$ cat config.mk
export PLATFORM = sky130hd
export DESIGN_NAME = wait_cmd_sequencer
export DESIGN_NICKNAME = d
export VERILOG_FILES = /design/src/rtl/wait_cmd_sequencer.sv
export SDC_FILE = /design/constraint.sdc
export NUM_CORES = 1
export LEC_CHECK = 0
export CORE_AREA = 2 2 107 187
export CTS_CLUSTER_SIZE = 8
export DETAILED_ROUTE_END_ITERATION = 10
export DIE_AREA = 0 0 109 189
export PLACE_DENSITY = 0.84
export SLEW_MARGIN = 25
export SYNTH_ARGS = -nofsm -noshare
export SYNTH_HDL_FRONTEND = slang
export SYNTH_SLANG_ARGS = --single-unit
$ cat constraint.sdc
create_clock -name clk -period 11.7 [get_ports clk]
set_clock_uncertainty 0.2 [all_clocks]
set_input_delay 2.34 -clock clk [delete_from_list [all_inputs] [get_ports clk]]
set_output_delay 2.34 -clock clk [all_outputs]
set_load 0.1 [all_outputs]
$ cat src/rtl/wait_cmd_sequencer.sv
// Command FIFO plus issue/wait/respond sequencer in front of wait_event.
// Commands are issued one at a time; each returns a status/elapsed-cycles response.
module wait_cmd_sequencer #(
    parameter int WAIT_SIZE    = 1,
    parameter int FIFO_DEPTH   = 4,
    parameter int GUARD_CYCLES = 16,
    parameter int IDX_W        = ($clog2(WAIT_SIZE + 1) > 1) ? $clog2(WAIT_SIZE + 1) : 1
) (
    input  logic                          clk,
    input  logic                          rst_n,
    input  logic                          i_cmd_valid,
    output logic                          o_cmd_ready,
    input  logic [IDX_W-1:0]              i_cmd_idx,
    input  logic                          i_cmd_wtf,
    input  logic [31:0]                   i_cmd_timeout,
    output logic                          o_en_wait_event,
    output logic [31:0]                   o_wait_en,
    output logic                          o_sel_wtr_wtf,
    output logic [31:0]                   o_max_timeout,
    input  logic                          i_wait_done,
    output logic                          o_rsp_valid,
    input  logic                          i_rsp_ready,
    output logic [1:0]                    o_rsp_status,
    output logic [31:0]                   o_rsp_cycles,
    output logic                          o_busy,
    output logic [$clog2(FIFO_DEPTH):0]   o_fifo_count
);

    localparam int PTR_W   = $clog2(FIFO_DEPTH);
    localparam int CNT_W   = PTR_W + 1;
    localparam int ENTRY_W = IDX_W + 1 + 32;

    typedef enum logic [1:0] {
        ST_IDLE,
        ST_ISSUE,
        ST_WAIT,
        ST_RESP
    } state_t;

    state_t               state;
    logic [ENTRY_W-1:0]   mem [FIFO_DEPTH];
    logic [PTR_W-1:0]     wr_ptr;
    logic [PTR_W-1:0]     rd_ptr;
    logic [CNT_W-1:0]     count;
    logic                 push;
    logic                 pop;
    logic [IDX_W-1:0]     head_idx;
    logic                 head_wtf;
    logic [31:0]          head_timeout;
    logic                 done_q;
    logic                 done_rise;
    logic [31:0]          cycle_cnt;
    logic                 guard_hit;

    assign o_cmd_ready  = (count < CNT_W'(FIFO_DEPTH));
    assign push         = i_cmd_valid & o_cmd_ready;
    assign pop          = (state == ST_IDLE) && (count != '0);
    assign o_fifo_count = count;
    assign o_busy       = (state != ST_IDLE) || (count != '0);

    assign {head_idx, head_wtf, head_timeout} = mem[rd_ptr];

    assign done_rise = i_wait_done & ~done_q;
    // 33-bit sum so a large timeout cannot wrap the guard threshold
    assign guard_hit = {1'b0, cycle_cnt} >= ({1'b0, o_max_timeout} + 33'(GUARD_CYCLES));

    always_ff @(posedge clk) begin
        if (push) begin
            mem[wr_ptr] <= {i_cmd_idx, i_cmd_wtf, i_cmd_timeout};
        end
    end

    always_ff @(posedge clk or negedge rst_n) begin
        if (!rst_n) begin
            wr_ptr <= '0;
            rd_ptr <= '0;
            count  <= '0;
        end else begin
            if (push) wr_ptr <= wr_ptr + PTR_W'(1);
            if (pop)  rd_ptr <= rd_ptr + PTR_W'(1);
            case ({push, pop})
                2'b10:   count <= count + CNT_W'(1);
                2'b01:   count <= count - CNT_W'(1);
                default: count <= count;
            endcase
        end
    end

    always_ff @(posedge clk or negedge rst_n) begin
        if (!rst_n) begin
            done_q <= 1'b0;
        end else begin
            done_q <= i_wait_done;
        end
    end

    always_ff @(posedge clk or negedge rst_n) begin
        if (!rst_n) begin
            state           <= ST_IDLE;
            o_en_wait_event <= 1'b0;
            o_wait_en       <= '0;
            o_sel_wtr_wtf   <= 1'b0;
            o_max_timeout   <= '0;
            o_rsp_valid     <= 1'b0;
            o_rsp_status    <= '0;
            o_rsp_cycles    <= '0;
            cycle_cnt       <= '0;
        end else begin
            case (state)
                ST_IDLE: begin
                    if (pop) begin
                        o_wait_en     <= 32'(head_idx);
                        o_sel_wtr_wtf <= head_wtf;
                        o_max_timeout <= head_timeout;
                        if (32'(head_idx) >= 32'(WAIT_SIZE)) begin
                            o_rsp_valid  <= 1'b1;
                            o_rsp_status <= 2'b10;
                            o_rsp_cycles <= '0;
                            state        <= ST_RESP;
                        end else begin
                            state <= ST_ISSUE;
                        end
                    end
                end
                ST_ISSUE: begin
                    o_en_wait_event <= 1'b1;
                    cycle_cnt       <= '0;
                    state           <= ST_WAIT;
                end
                ST_WAIT: begin
                    o_en_wait_event <= 1'b0;
                    if (done_rise) begin
                        o_rsp_valid  <= 1'b1;
                        o_rsp_status <= 2'b00;
                        o_rsp_cycles <= cycle_cnt;
                        state        <= ST_RESP;
                    end else if (guard_hit) begin
                        o_rsp_valid  <= 1'b1;
                        o_rsp_status <= 2'b01;
                        o_rsp_cycles <= cycle_cnt;
                        state        <= ST_RESP;
                    end else if (cycle_cnt != '1) begin
                        cycle_cnt <= cycle_cnt + 32'd1;
                    end
                end
                ST_RESP: begin
                    if (i_rsp_ready) begin
                        o_rsp_valid <= 1'b0;
                        state       <= ST_IDLE;
                    end
                end
                default: state <= ST_IDLE;
            endcase
        end
    end

endmodule
* Word-level counts from Yosys, hierarchy flattened
Memories as Yosys holds them, arrays and structs flattened.
Index checks and enable logic that the tools add are counted.
** Cells by class
- Add/sub/neg operators :: 6
- Reduce and logical (&&, ||, !) cells :: 14
- Order comparisons :: 3
- Equality and inequality tests :: 13
- Bitwise operators :: 3
- Mux-type cells :: 30
** Operators with widths (number)
- $mux W32 :: 7
- $pmux W32 S2 :: 2
- $add A32 B5 Y33 const B :: 1
- $ge A32 B33 Y1 :: 1
- $add A32 B1 Y32 const B :: 1
- $ne A32 B32 Y1 const B :: 1
- $mux W2 :: 9
- $ne A2 B2 Y1 const B :: 5
- $pmux W2 S4 :: 1
- $reduce_and A4 Y1 :: 2
- $reduce_bool A2 Y1 :: 4
- $mux W1 :: 7
- $eq A2 B2 Y1 const B :: 3
- $pmux W3 S2 :: 1
- $reduce_bool A3 Y1 :: 2
- $reduce_and A5 Y1 :: 1
- $add A2 B1 Y2 const B :: 2
- $eq A2 B1 Y1 const B :: 2
- $pmux W2 S2 :: 1
- $add A3 B1 Y3 const B :: 1
- $lt A3 B3 Y1 const B :: 1
- $ne A3 B3 Y1 const B :: 1
- $pmux W1 S3 :: 1
- $reduce_and A3 Y1 :: 1
- 10 further kinds :: 11
** Storage, ports and cells
- Output and inout port bits :: 106
- Input bits :: 39
- Logic and storage cells :: 83
- RAM bits :: 136
- Bits in registers :: 112
- Memories :: 1
** Memories
- mem :: depth 4, width 34, read ports 1, clocked after memory_dff 0, wr ports 1, line 41 : logic [ENTRY_W-1:0] mem [FIFO_DEPTH];

* Longest topological paths before layout
Gate-level depths: netlist of run 1.
- Depth in word-level cells :: 5
- Mapped depth :: 18
- Gate-level depth less buffers :: 15

* Worst setup path before layout of run 1
OpenSTA, ideal clock, no wires.
- Path kind :: reg-to-reg
- From :: register o_max_timeout[4]
- To :: register cycle_cnt[13]
- Path slack :: 7.020 ns
- Cell stages (with the launch flop) :: 18
- Path buffers :: 2
- Arrival time :: 4.402 ns
- Clock period less this slack :: 4.680 ns
- Required time :: 11.422 ns
- Library setup time :: 0.078 ns
- Cell sequence :: dfrtp_1 ha_1 nand3_1 nor3_4 and3_1 buf_4 nand3_1 xor2_1 ha_1 a21oi_1 o21ai_0 a211oi_1 nor2_1 nor4_1 nor2_2 buf_6 or4_1 a21oi_1
** On the way
- Longest elaborated chain between the ends :: 4
** Ends and longest elaborated chain
- start: declaration :: line 19 : output logic [31:0] o_max_timeout,
- start signal: assignment :: line 114 : o_max_timeout <= head_timeout;
- $add A32 B5 Y33 :: line 65 : assign guard_hit = {1'b0, cycle_cnt} >= ({1'b0, o_max_timeout} + 33'(GUARD_CYCLES));
- $ge A32 B33 Y1 :: line 65
- $ne A2 B2 Y1 (no line)
- $reduce_and A4 Y1 (no line)
- end signal: assignment :: line 143 : cycle_cnt <= cycle_cnt + 32'd1;
- end: declaration :: line 52 : logic [31:0] cycle_cnt;
Every way passes these cells.
A chain may end at the register's enable or synchronous reset.

* Worst setup path after layout of run 1
- From :: register state[0]
- To :: output port o_busy
** On the way
- Longest elaborated chain between the ends :: 2
** Ends and longest elaborated chain
- start: declaration :: line 40 : state_t state;
- start signal: assignment :: line 99 : state <= ST_IDLE;
- start signal: assignment :: line 119 : state <= ST_RESP;
- start signal: assignment :: line 121 : state <= ST_ISSUE;
- $reduce_bool A2 Y1 :: line 59 : assign o_busy = (state != ST_IDLE) || (count != '0);
- $logic_or A1 B1 Y1 :: line 59
- end: declaration :: line 25 : output logic o_busy,
Every way passes these cells.

==> results of run 1 <==
[routing by layer]
layer	routed length [um]	track usage (%)
met5	0	0
met4	969	10.5
met3	961	3.34
met2	12900	42.4
met1	8580	27.5
[synth_stat cells (18+ instances only)]
library cell,count,share of area (%)
edfxtp_1,136,36
dfrtp_1,112,25
ha_1,45,5.0
nand2_1,41,1.4
a21oi_1,39,1.7
o21ai_0,36,1.6
a22o_1,34,2.6
mux2_2,34,3.4
mux4_2,34,6.8
nand3_1,33,1.5
buf_4,32,2.1
inv_1,23,0.77
nor2_1,19,0.63
xor2_1,19,1.5
clkbuf_1,18,0.60
[metrics by stage]
stage | instance area, sq um | setup slack [ns] | utilization, % | power, mW
after floorplan | 11400 | 7.02 | - | 2.49
after global placement | 12500 | 6.57 | 65.7 | 2.84
after detailed placement | 12500 | 6.42 | 65.7 | 2.87
after CTS | 13500 | 6.36 | 71.2 | 3.84
after global routing | 13600 | 6.37 | 71.2 | 3.98
final | 13600 | 6.43 | 71.2 | 3.81
[cell families (layout without fill, tap and decap cells)]
family	count (synthesis)	after routing	synth area share, %
buffers and inverters	87	205	4.09
muxes	72	72	10.6
DFF	248	248	61.2
other	1	31	0.0333
and+or+nand+nor	183	183	8.88
adders and majority gates	46	46	5.18
AOI/OAI and AO/OA	130	130	7.52
xor gates and xnor gates	33	33	2.57
[worst max-delay path: stages (launching register included)]
cell	delay, ns
dfrtp_1	0.40
inv_1	0.11
ha_1	0.30
nand2_1	0.24
clkdlybuf4s50_1	1.18
[layout make-up]
type	instances	area [sq um]	area share (%)
clock buffer	57	1000	7.38
inverter	24	90.1	0.665
multi-input combinational	495	4030	29.7
timing repair buffer	122	1200	8.82
tap	241	302	2.22
sequential	248	6890	50.8
clock inverter	2	46.3	0.342
[sequential cells by signal (all words and copies together), names as in the netlist]
register and count:
rd_ptr 2, done_q 1, cycle_cnt 32, o_en_wait_event 1, o_wait_en 1, state 2
o_fifo_count 3, wr_ptr 2, mem 136, o_sel_wtr_wtf 1, o_rsp_status 2, o_rsp_valid 1
o_rsp_cycles 32, o_max_timeout 32
[power by group through the flow]
stage / Clock, mW / Combinational [mW] / Sequential [mW]
finish: 0.948 / 1.63 / 1.24
global route: 1.00 / 1.72 / 1.26
CTS: 0.962 / 1.64 / 1.24
detailed placement: 0 / 1.63 / 1.25
global placement: 0 / 1.60 / 1.24
floorplan: 0 / 0.723 / 1.76
[cells in the final DEF (no fill, tap or decap), drive strengths merged, types with 14 or more instances in the layout]
master	Yosys	final
or3	17	17
xnor2	14	14
nand2	41	41
edfxtp	136	136
nor2	20	20
xor2	19	19
conb	1	31
dfrtp	112	112
a22o	34	34
clkdlybuf4s50	0	112
ha	45	45
mux4	34	34
inv	24	24
mux2	34	34
a21oi	39	39
nand3	34	34
o21ai	36	36
clkbuf	18	57
[path summary, 6_finish.rpt]
path / start / end / slack [ns]
worst max-delay path: state[0]$_DFFE_PN0P_ / o_busy / 6.43
worst max register to register: o_max_timeout[4]$_DFFE_PN0P_ / o_rsp_cycles[18]$_DFFE_PN0P_ / 6.69
max in group asynchronous: rst_n / o_rsp_cycles[22]$_DFFE_PN0P_ / 8.36
worst min-delay path: o_rsp_cycles[7]$_DFFE_PN0P_ / o_rsp_cycles[7]$_DFFE_PN0P_ / 0.29
worst min register to register: o_rsp_cycles[7]$_DFFE_PN0P_ / o_rsp_cycles[7]$_DFFE_PN0P_ / 0.29
min in group asynchronous: rst_n / wr_ptr[1]$_DFFE_PN0P_ / 1.63
==> results.sh, run 1 <==
export IMPL_htreeDepth=2
export IMPL_share_of_flip_flops_with_an_asynchronous_set_or_reset_after_synthesis_pct=45.2
export IMPL_clk_latency_ns=0.51
export IMPL_rsz0062_at_grt="false"
export IMPL_die_wd_um=109
export IMPL_postSynthCellCount=800
export IMPL_power_net_switching_mw=1.63
export IMPL_route_detailed_vias_per_inst=5.94
export IMPL_setup_total_negative_slack_ns=0
export IMPL_initial_utilization_pct=59.2
export IMPL_worstPathMaxFanout=6
export IMPL_critPathRequiredTime_ns=9.16
export IMPL_dpl_cell_count=1130
export IMPL_synth_ff_type="edfxtp_1"
export IMPL_nFillCells=1252
export IMPL_run_status="complete, no violations"
export IMPL_dp_final_hpwl_um=15500
export IMPL_clk_path_buf_depth=3
export IMPL_synth_area_per_cell_sq_um=14.1
export IMPL_antenna_found_initial=0
export IMPL_groute_usage_overall_pct=23.6
export IMPL_final_hold_viol_count=0
export IMPL_detailed_router_s_first_iteration_violation_count=310
export IMPL_placementRows=67
export IMPL_synth_enable_flop_cells=136
export IMPL_peakVddDrop_mv=0.174
export IMPL_p_leak_nw=5.22
export IMPL_critPathKind="flop to output pin"
export IMPL_synth_seq_area_share_pct=61.2
export IMPL_area_growth_synth_to_final_pct=20.4
export IMPL_synth_cell_area_sq_um=11300
export IMPL_drt_pass1_iter_count=4
export IMPL_yosysWarningCount=0
export IMPL_ios=145
export IMPL_power_clock_fraction_pct=24.9
export IMPL_synth_ff_latch_count=248
export IMPL_core_sq_um=19000
export IMPL_min_delay_path_depth=1
export IMPL_numClockSinks=248
export IMPL_worst_hold_slack_ns=0.294
export IMPL_postCtsSetupBuffers=0
export IMPL_nets=1012
export IMPL_cts_hold_fix_buffers=0
export IMPL_clock_transition_at_the_registers_of_the_reported_paths_ns=0.05
export IMPL_reg2reg_depth=14
export IMPL_cellInternalPower_mw=2.18
export IMPL_n_antenna_cell=0
export IMPL_cts_root_buffer_cell="clkbuf_16"
export IMPL_drc_errors=0
export IMPL_finalWeightedCongestion=0.916
export IMPL_finalSetupViolations=0
export IMPL_slew_violations=0
export IMPL_arrival_ns=2.73
export IMPL_max_slew_worst_pin_slew_ns=1.09
export IMPL_combPwrFrac_pct=42.7
export IMPL_place_port_buffers=113
export IMPL_global_route_wire_length_before_repair_um=37500
export IMPL_fp_dieH_um=189
export IMPL_max_clock_freq_ghz=0.190
export IMPL_final_min_period_over_clock_period_pct=45.1
export IMPL_grt_overflow_total=0
export IMPL_finish_cell_count_without_fillers=1189
export IMPL_tritoncts="yes"
export IMPL_cp_end_kind="output pin"
export IMPL_power_per_cell_area_nw_per_um2=281
export IMPL_crit_path_start_kind="flop"
export IMPL_sw_frac_of_total_pct=42.8
export IMPL_yosysUniqueCellTypes=48
export IMPL_routed_wl_um=23400
export IMPL_antenna_violating_nets_left=0
export IMPL_seq_power_share_pct=32.5
export IMPL_grt_max_degree=69
export IMPL_layout_min_cycle_time_ns=5.27
export IMPL_die_footprint_sq_um=20600
export IMPL_max_slew_margin_vs_limit_pct=27.4
export IMPL_worstHoldPathType="flop to flop"
export IMPL_cts_made_buffers=36
export IMPL_routedWlPerCell_um=19.7
export IMPL_vias=7064
export IMPL_drive_above_1_share_pct=13.5
export IMPL_max_cap_violations=0
export IMPL_cts_resized=0
export IMPL_grt_pass1_vias=7179
Power figures use the tool's default switching activity.
==> inputs of run 2 (changes only) <==
--- a/config.mk
+++ b/config.mk
@@ -5,11 +5,11 @@
 export SDC_FILE = /design/constraint.sdc
 export NUM_CORES = 1
 export LEC_CHECK = 0
-export CORE_AREA = 2 2 107 187
+export CORE_AREA = 2 2 117 204
 export CTS_CLUSTER_SIZE = 8
 export DETAILED_ROUTE_END_ITERATION = 10
-export DIE_AREA = 0 0 109 189
-export PLACE_DENSITY = 0.84
+export DIE_AREA = 0 0 119 206
+export PLACE_DENSITY = 0.75
 export SLEW_MARGIN = 25
 export SYNTH_ARGS = -nofsm -noshare
 export SYNTH_HDL_FRONTEND = slang
==> constraint.sdc (replaced) <==
create_clock -name clk -period 4.6 [get_ports clk]
set_clock_uncertainty 0.2 [all_clocks]
set_input_delay 0.92 -clock clk [delete_from_list [all_inputs] [get_ports clk]]
set_output_delay 0.92 -clock clk [all_outputs]
set_load 0.1 [all_outputs]
==> results.sh, run 2 (synthesis gave the netlist of run 1 again) <==
export IMPL_run_status="complete, no violations"
export IMPL_power_per_cell_area_nw_per_um2=710
export IMPL_slowest_delay_ns=0.51
export IMPL_reg2reg_depth=16
export IMPL_max_clock_freq_ghz=0.237
export IMPL_n_antenna_cell=0
export IMPL_cell_at_the_slowest_stage_of_the_critical_path="or4_1"
export IMPL_clk_latency_ns=0.52
export IMPL_drc_errors=0
export IMPL_area_growth_synth_to_final_pct=22.1
export IMPL_dp_final_hpwl_um=16000
export IMPL_initial_utilization_pct=48.8
export IMPL_grt_pass1_vias=6915
export IMPL_nets=1021
export IMPL_regToRegSetupSlack_ns=0.38
export IMPL_rr_startpoint="o_max_timeout[4]$_DFFE_PN0P_"
export IMPL_p_leak_nw=5.27
export IMPL_number_of_flip_flops_under_the_largest_register_name=136
export IMPL_combPwrFrac_pct=43.0
export IMPL_seq_power_share_pct=32.3
export IMPL_tritoncts="yes"
export IMPL_final_min_period_over_clock_period_pct=91.6
export IMPL_groute_usage_overall_pct=19.3
export IMPL_layout_cells_most_common="edfxtp_1"
export IMPL_drive_above_1_share_pct=14.6
export IMPL_layout_min_cycle_time_ns=4.22
export IMPL_grt_max_degree=60
export IMPL_critPathRequiredTime_ns=4.84
export IMPL_core_sq_um=23100
export IMPL_ios=145
export IMPL_cellInternalPower_mw=5.60
export IMPL_sw_frac_of_total_pct=42.5
export IMPL_power_clock_fraction_pct=24.7
export IMPL_cts_root_buffer_cell="clkbuf_16"
export IMPL_worstHoldPathType="input port to asynchronous set/reset pin"
export IMPL_finalSetupViolations=0
export IMPL_mostFrequentLayoutCells="136 x edfxtp_1, 112 x clkdlybuf4s50_1, 109 x dfrtp_1"
export IMPL_crit_chain="ha_1 > nand3_1 > nor3_4 > and3_1 > nand3_1 > xor2_1 > ha_1 > a21oi_1 > o21ai_0 > a211oi_2 > nor2_1 > nor4_2 > nor2_2 > buf_12 > or4_1 > a21oi_1"
export IMPL_max_slew_worst_pin_slew_ns=1.09
export IMPL_slew_violations=0
export IMPL_crit_path_start_kind="flop"
export IMPL_htreeDepth=2
export IMPL_place_port_buffers=113
export IMPL_numClockSinks=248
export IMPL_worstPathMaxFanout=59
export IMPL_critPathKind="flop to flop"
export IMPL_vias=6988
export IMPL_drt_pass1_iter_count=5
export IMPL_placementRows=74
export IMPL_detailed_router_s_first_iteration_violation_count=306
export IMPL_rsz0062_at_grt="false"
export IMPL_clk_path_buf_depth=3
export IMPL_max_slew_margin_vs_limit_pct=26.8
export IMPL_die_footprint_sq_um=24500
export IMPL_setup_total_negative_slack_ns=0
export IMPL_peakVddDrop_mv=0.497
export IMPL_antenna_violating_nets_left=0
export IMPL_critical_path_reg2reg_endpoint="cycle_cnt[23]$_DFFE_PN0P_"
export IMPL_cts_made_buffers=36
export IMPL_arrival_ns=4.45
export IMPL_power_net_switching_mw=4.15
export IMPL_fin_ws_ns=0.384
export IMPL_routed_wl_um=23500
export IMPL_route_detailed_vias_per_inst=5.54
export IMPL_die_wd_um=119
export IMPL_routedWlPerCell_um=18.6
export IMPL_antenna_found_initial=0
export IMPL_pre_cts_ws_ns=0.201
export IMPL_cp_end_kind="flop"
export IMPL_max_cap_violations=0
export IMPL_final_hold_viol_count=0
export IMPL_clock_transition_at_the_registers_of_the_reported_paths_ns=0.05
export IMPL_grt_overflow_total=0
export IMPL_fp_dieH_um=206
export IMPL_registers_top_by_ff_count="mem"
export IMPL_global_route_wire_length_before_repair_um=36700
export IMPL_finalWeightedCongestion=0.880
[run 2: cell types whose count changed in the layout (fill, tap and decap cells not counted), sizes merged]
cell    change
buf         +9
clkbuf      +1
[run 2: routing by layer]
layer,track usage (%),vias up,routed length [um]
met5,0,-,0
met4,9.48,0,982
met3,2.92,58,951
met2,35.7,181,12800
met1,21.5,3480,8700
li1,-,3269,-
[run 2: worst max-delay path, delay by kind of cell, from the launching register on]
kind	cells	cell delay, ns
flip-flops	1	0.40
XOR/XNOR	1	0.17
AND/OR/NAND/NOR	8	2.00
AO/OA/AOI/OAI	4	0.67
buffers and inverters	1	0.20
adder cells (fa/ha/maj)	2	0.50
[run 2: power by group through the flow]
stage,clock network (mW),logic [mW],registers [mW]
6_report,2.41,4.20,3.15
5_1_grt,2.55,4.46,3.19
4_1_cts,2.46,4.24,3.15
3_5_place_dp,0,4.22,3.18
3_3_place_gp,0,4.17,3.16
2_1_floorplan,0,1.84,4.49
[run 2: layout make-up]
class                      count  area (sq um)
clock buffer                  58          1000
clock inverter                 2          46.3
fill                        1797          9310
inverter                      24          90.1
multi-input combinational    495          4040
sequential                   248          6890
tap                          304           380
timing repair buffer         131          1290
[run 2: per-stage QoR]
| stage | cell area (sq um) | utilization (%) | instances | total power [mW] | hold slack [ns] |
|---|---|---|---|---|---|
| final | 13700 | 59.6 | 1262 | 9.76 | 0.253 |
| after global routing | 13700 | 59.6 | 1262 | 10.2 | 0.304 |
| after CTS | 13700 | 59.5 | 1262 | 9.85 | 0.281 |
| after detailed placement | 12700 | 55.0 | 1202 | 7.41 | 0.285 |
| after global placement | 12700 | 55.0 | 1202 | 7.33 | 0.275 |
| after floorplan | 11400 | - | 830 | 6.33 | 0.325 |
[run 2: worst max-delay path by stage]
stage | start | end | slack (ns) | depth (start not counted)
detailed placement | o_max_timeout[4]$_DFFE_PN0P_ | cycle_cnt[23]$_DFFE_PN0P_ | 0.20 | 16
global route | o_max_timeout[4]$_DFFE_PN0P_ | cycle_cnt[23]$_DFFE_PN0P_ | 0.03 | 16
floorplan | o_max_timeout[6]$_DFFE_PN0P_ | cycle_cnt[13]$_DFFE_PN0P_ | 0.02 | 15
CTS | o_max_timeout[4]$_DFFE_PN0P_ | cycle_cnt[23]$_DFFE_PN0P_ | 0.18 | 16
global placement | o_max_timeout[4]$_DFFE_PN0P_ | cycle_cnt[23]$_DFFE_PN0P_ | 0.29 | 16
finish | o_max_timeout[4]$_DFFE_PN0P_ | cycle_cnt[23]$_DFFE_PN0P_ | 0.38 | 16
[run 2: timing repair]
| action | in CTS | in global routing |
|---|---|---|
| setup buffers | 0 | 0 |
| endpoints found under the setup margin | 0 | 23 |
| hold buffers | 0 | 0 |
| resized for setup | 0 | 3 |
==> inputs of run 3 (changes only) <==
--- a/config.mk
+++ b/config.mk
@@ -5,11 +5,12 @@
 export SDC_FILE = /design/constraint.sdc
 export NUM_CORES = 1
 export LEC_CHECK = 0
-export CORE_AREA = 2 2 117 204
+export CORE_AREA = 2 2 123 215
 export CTS_CLUSTER_SIZE = 8
 export DETAILED_ROUTE_END_ITERATION = 10
-export DIE_AREA = 0 0 119 206
-export PLACE_DENSITY = 0.75
+export DIE_AREA = 0 0 125 217
+export HOLD_SLACK_MARGIN = 0.05
+export PLACE_DENSITY = 0.69
 export SLEW_MARGIN = 25
 export SYNTH_ARGS = -nofsm -noshare
 export SYNTH_HDL_FRONTEND = slang
==> constraint.sdc (replaced) <==
create_clock -name clk -period 4.6 [get_ports clk]
set_clock_uncertainty 0.2 [all_clocks]
set_input_delay 0.92 -clock clk [delete_from_list [all_inputs] [get_ports clk]]
set_output_delay 0.92 -clock clk [all_outputs]
set_load 0.01 [all_outputs]
==> results.sh, run 3 (synthesis gave the netlist of run 1 again) <==
export IMPL_run_status="complete, no violations"
export IMPL_cp_most_frequent_cell="and3_1"
export IMPL_max_slew_worst_pin_slew_ns=0.770
export IMPL_groute_usage_overall_pct=18.0
export IMPL_pre_cts_ws_ns=0.0894
export IMPL_max_cap_violations=0
export IMPL_vias=6944
export IMPL_max_clock_freq_ghz=0.234
export IMPL_routed_wl_um=23900
export IMPL_mostFrequentLayoutCells="136 x edfxtp_1, 112 x clkdlybuf4s50_1, 111 x dfrtp_1"
export IMPL_clk_path_buf_depth=3
export IMPL_grt_max_degree=113
export IMPL_final_hold_viol_count=0
export IMPL_slew_violations=0
export IMPL_power_per_cell_area_nw_per_um2=598
export IMPL_registers_top_by_ff_count="mem"
export IMPL_arrival_ns=4.51
export IMPL_worstHoldPathType="input port to asynchronous set/reset pin"
export IMPL_grt_pass1_vias=7092
export IMPL_antenna_violating_nets_left=0
export IMPL_cp_top_family="simple AND/OR/NAND/NOR gates"
export IMPL_peakVddDrop_mv=0.329
export IMPL_clock_transition_at_the_registers_of_the_reported_paths_ns=0.05
export IMPL_power_net_switching_mw=2.64
export IMPL_area_growth_synth_to_final_pct=22.1
export IMPL_nFillCells=2166
export IMPL_global_route_wire_length_before_repair_um=38600
export IMPL_cellInternalPower_mw=5.58
export IMPL_crit_path_start_kind="flop"
export IMPL_critPathRequiredTime_ns=4.83
export IMPL_worstPathMaxFanout=33
export IMPL_slowest_delay_ns=0.43
export IMPL_combPwrFrac_pct=33.4
export IMPL_cp_buffers_inverters=1
export IMPL_core_sq_um=25600
export IMPL_number_of_flip_flops_under_the_largest_register_name=136
export IMPL_drt_pass1_iter_count=4
export IMPL_place_port_buffers=113
export IMPL_setup_total_negative_slack_ns=0
export IMPL_critPathKind="flop to flop"
export IMPL_cts_hold_fix_buffers=0
export IMPL_grt_overflow_total=0
export IMPL_fin_ws_ns=0.325
export IMPL_antenna_found_initial=1
export IMPL_sw_frac_of_total_pct=32.1
export IMPL_placementRows=78
export IMPL_cts_root_buffer_cell="clkbuf_16"
export IMPL_route_detailed_vias_per_inst=5.43
export IMPL_cell_at_the_slowest_stage_of_the_critical_path="dfrtp_1"
export IMPL_layout_cells_most_common="edfxtp_1"
export IMPL_die_wd_um=125
export IMPL_fp_dieH_um=217
export IMPL_final_seq_area_sq_um=6890
export IMPL_numClockSinks=248
export IMPL_layout_min_cycle_time_ns=4.27
export IMPL_nets=1023
export IMPL_multi_input_area_sq_um=4050
export IMPL_cp_end_kind="flop"
export IMPL_initial_utilization_pct=44.0
export IMPL_drive_above_1_share_pct=14.5
export IMPL_finalSetupViolations=0
export IMPL_routedWlPerCell_um=18.7
export IMPL_tritoncts="yes"
export IMPL_dp_final_hpwl_um=16500
export IMPL_max_slew_margin_vs_limit_pct=48.5
export IMPL_htreeDepth=2
export IMPL_finalWeightedCongestion=0.867
export IMPL_rsz0062_at_grt="false"
export IMPL_ios=145
export IMPL_clk_latency_ns=0.51
export IMPL_seq_power_share_pct=38.1
export IMPL_die_footprint_sq_um=27100
export IMPL_power_clock_fraction_pct=28.5
export IMPL_detailed_router_s_first_iteration_violation_count=344
export IMPL_drc_errors=0
export IMPL_final_min_period_over_clock_period_pct=92.9
export IMPL_p_leak_nw=5.27
export IMPL_cts_made_buffers=36
export IMPL_crit_chain="ha_1 > nand3_1 > nor3_4 > and3_1 > and3_1 > xnor2_1 > ha_1 > nand4_1 > nor4_1 > nand3_1 > a21oi_1 > nor3_1 > a21oi_2 > and3_1 > buf_12 > a22o_1"
run 3: cell count changes in the layout (fill, tap and decap cells not counted), sizes merged:
cell,previous run,this run
diode,0,1
inv,24,25
clkinv,2,1
buf,19,21
clkbuf,58,56
run 3: power groups by stage:
| stage | combinational, mW | sequential [mW] | clock (mW) |
|---|---|---|---|
| 4_1_cts | 2.80 | 3.14 | 2.40 |
| 2_1_floorplan | 1.69 | 3.16 | 0 |
| 3_5_place_dp | 2.79 | 3.17 | 0 |
| 3_3_place_gp | 2.74 | 3.15 | 0 |
| 5_1_grt | 3.04 | 3.18 | 2.50 |
| 6_report | 2.74 | 3.13 | 2.35 |
run 3: repair_timing:
action / 4_1_cts / 5_1_grt
hold endpoints to repair: 0 / 0
setup buffers: 0 / 1
endpoints found under the setup margin: 0 / 62
gates resized for setup: 0 / 4
run 3: cell type report:
type / instances / share of cell area (%)
diodes: 1 / 0.0182
multi-input cells: 495 / 29.5
clock buffers: 56 / 7.10
flip-flops and latches: 248 / 50.1
inverters: 24 / 0.655
clock inverters: 2 / 0.182
repair buffers: 133 / 9.57
well taps: 320 / 2.91
run 3: worst reg2reg max path, stage by stage, from the launching register on:
cell,delay (ns)
dfrtp_1,0.43
ha_1,0.23
nand3_1,0.22
nor3_4,0.27
and3_1,0.31
and3_1,0.20
xnor2_1,0.07
ha_1,0.31
nand4_1,0.14
nor4_1,0.40
nand3_1,0.12
a21oi_1,0.29
nor3_1,0.13
a21oi_2,0.25
and3_1,0.24
buf_12,0.19
a22o_1,0.19
run 3: path summary, 6_finish.rpt:
check,from,end,slack [ns],cells past startpoint
worst max-delay path,o_max_timeout[4]$_DFFE_PN0P_,o_rsp_cycles[19]$_DFFE_PN0P_,0.33,16
worst min-delay path,rst_n,wr_ptr[0]$_DFFE_PN0P_,0.25,2
worst max register to register,o_max_timeout[4]$_DFFE_PN0P_,o_rsp_cycles[19]$_DFFE_PN0P_,0.33,16
worst min register to register,o_rsp_cycles[30]$_DFFE_PN0P_,o_rsp_cycles[30]$_DFFE_PN0P_,0.29,1
max in group asynchronous,rst_n,o_rsp_cycles[19]$_DFFE_PN0P_,3.40,2
min in group clk,o_rsp_cycles[30]$_DFFE_PN0P_,o_rsp_cycles[30]$_DFFE_PN0P_,0.29,1
run 3: metrics by stage:
| stage | utilization [%] | total power [mW] | instance area [sq um] | hold WS, ns | instances |
|---|---|---|---|---|---|
| 2_1_floorplan | - | 4.85 | 11400 | 0.325 | 830 |
| 3_3_place_gp | 49.7 | 5.89 | 12700 | 0.278 | 1219 |
| 3_5_place_dp | 49.7 | 5.96 | 12700 | 0.283 | 1219 |
| 4_1_cts | 53.6 | 8.34 | 13700 | 0.296 | 1277 |
| 5_1_grt | 53.8 | 8.71 | 13800 | 0.309 | 1279 |
| 6_report | 53.8 | 8.22 | 13800 | 0.249 | 1279 |
run 3: metal layers:
metal	global-route usage (%)	share of wire, %
met5	0	0
met4	8.52	4.2
met3	2.88	3.8
met2	32.9	55
met1	20.5	37
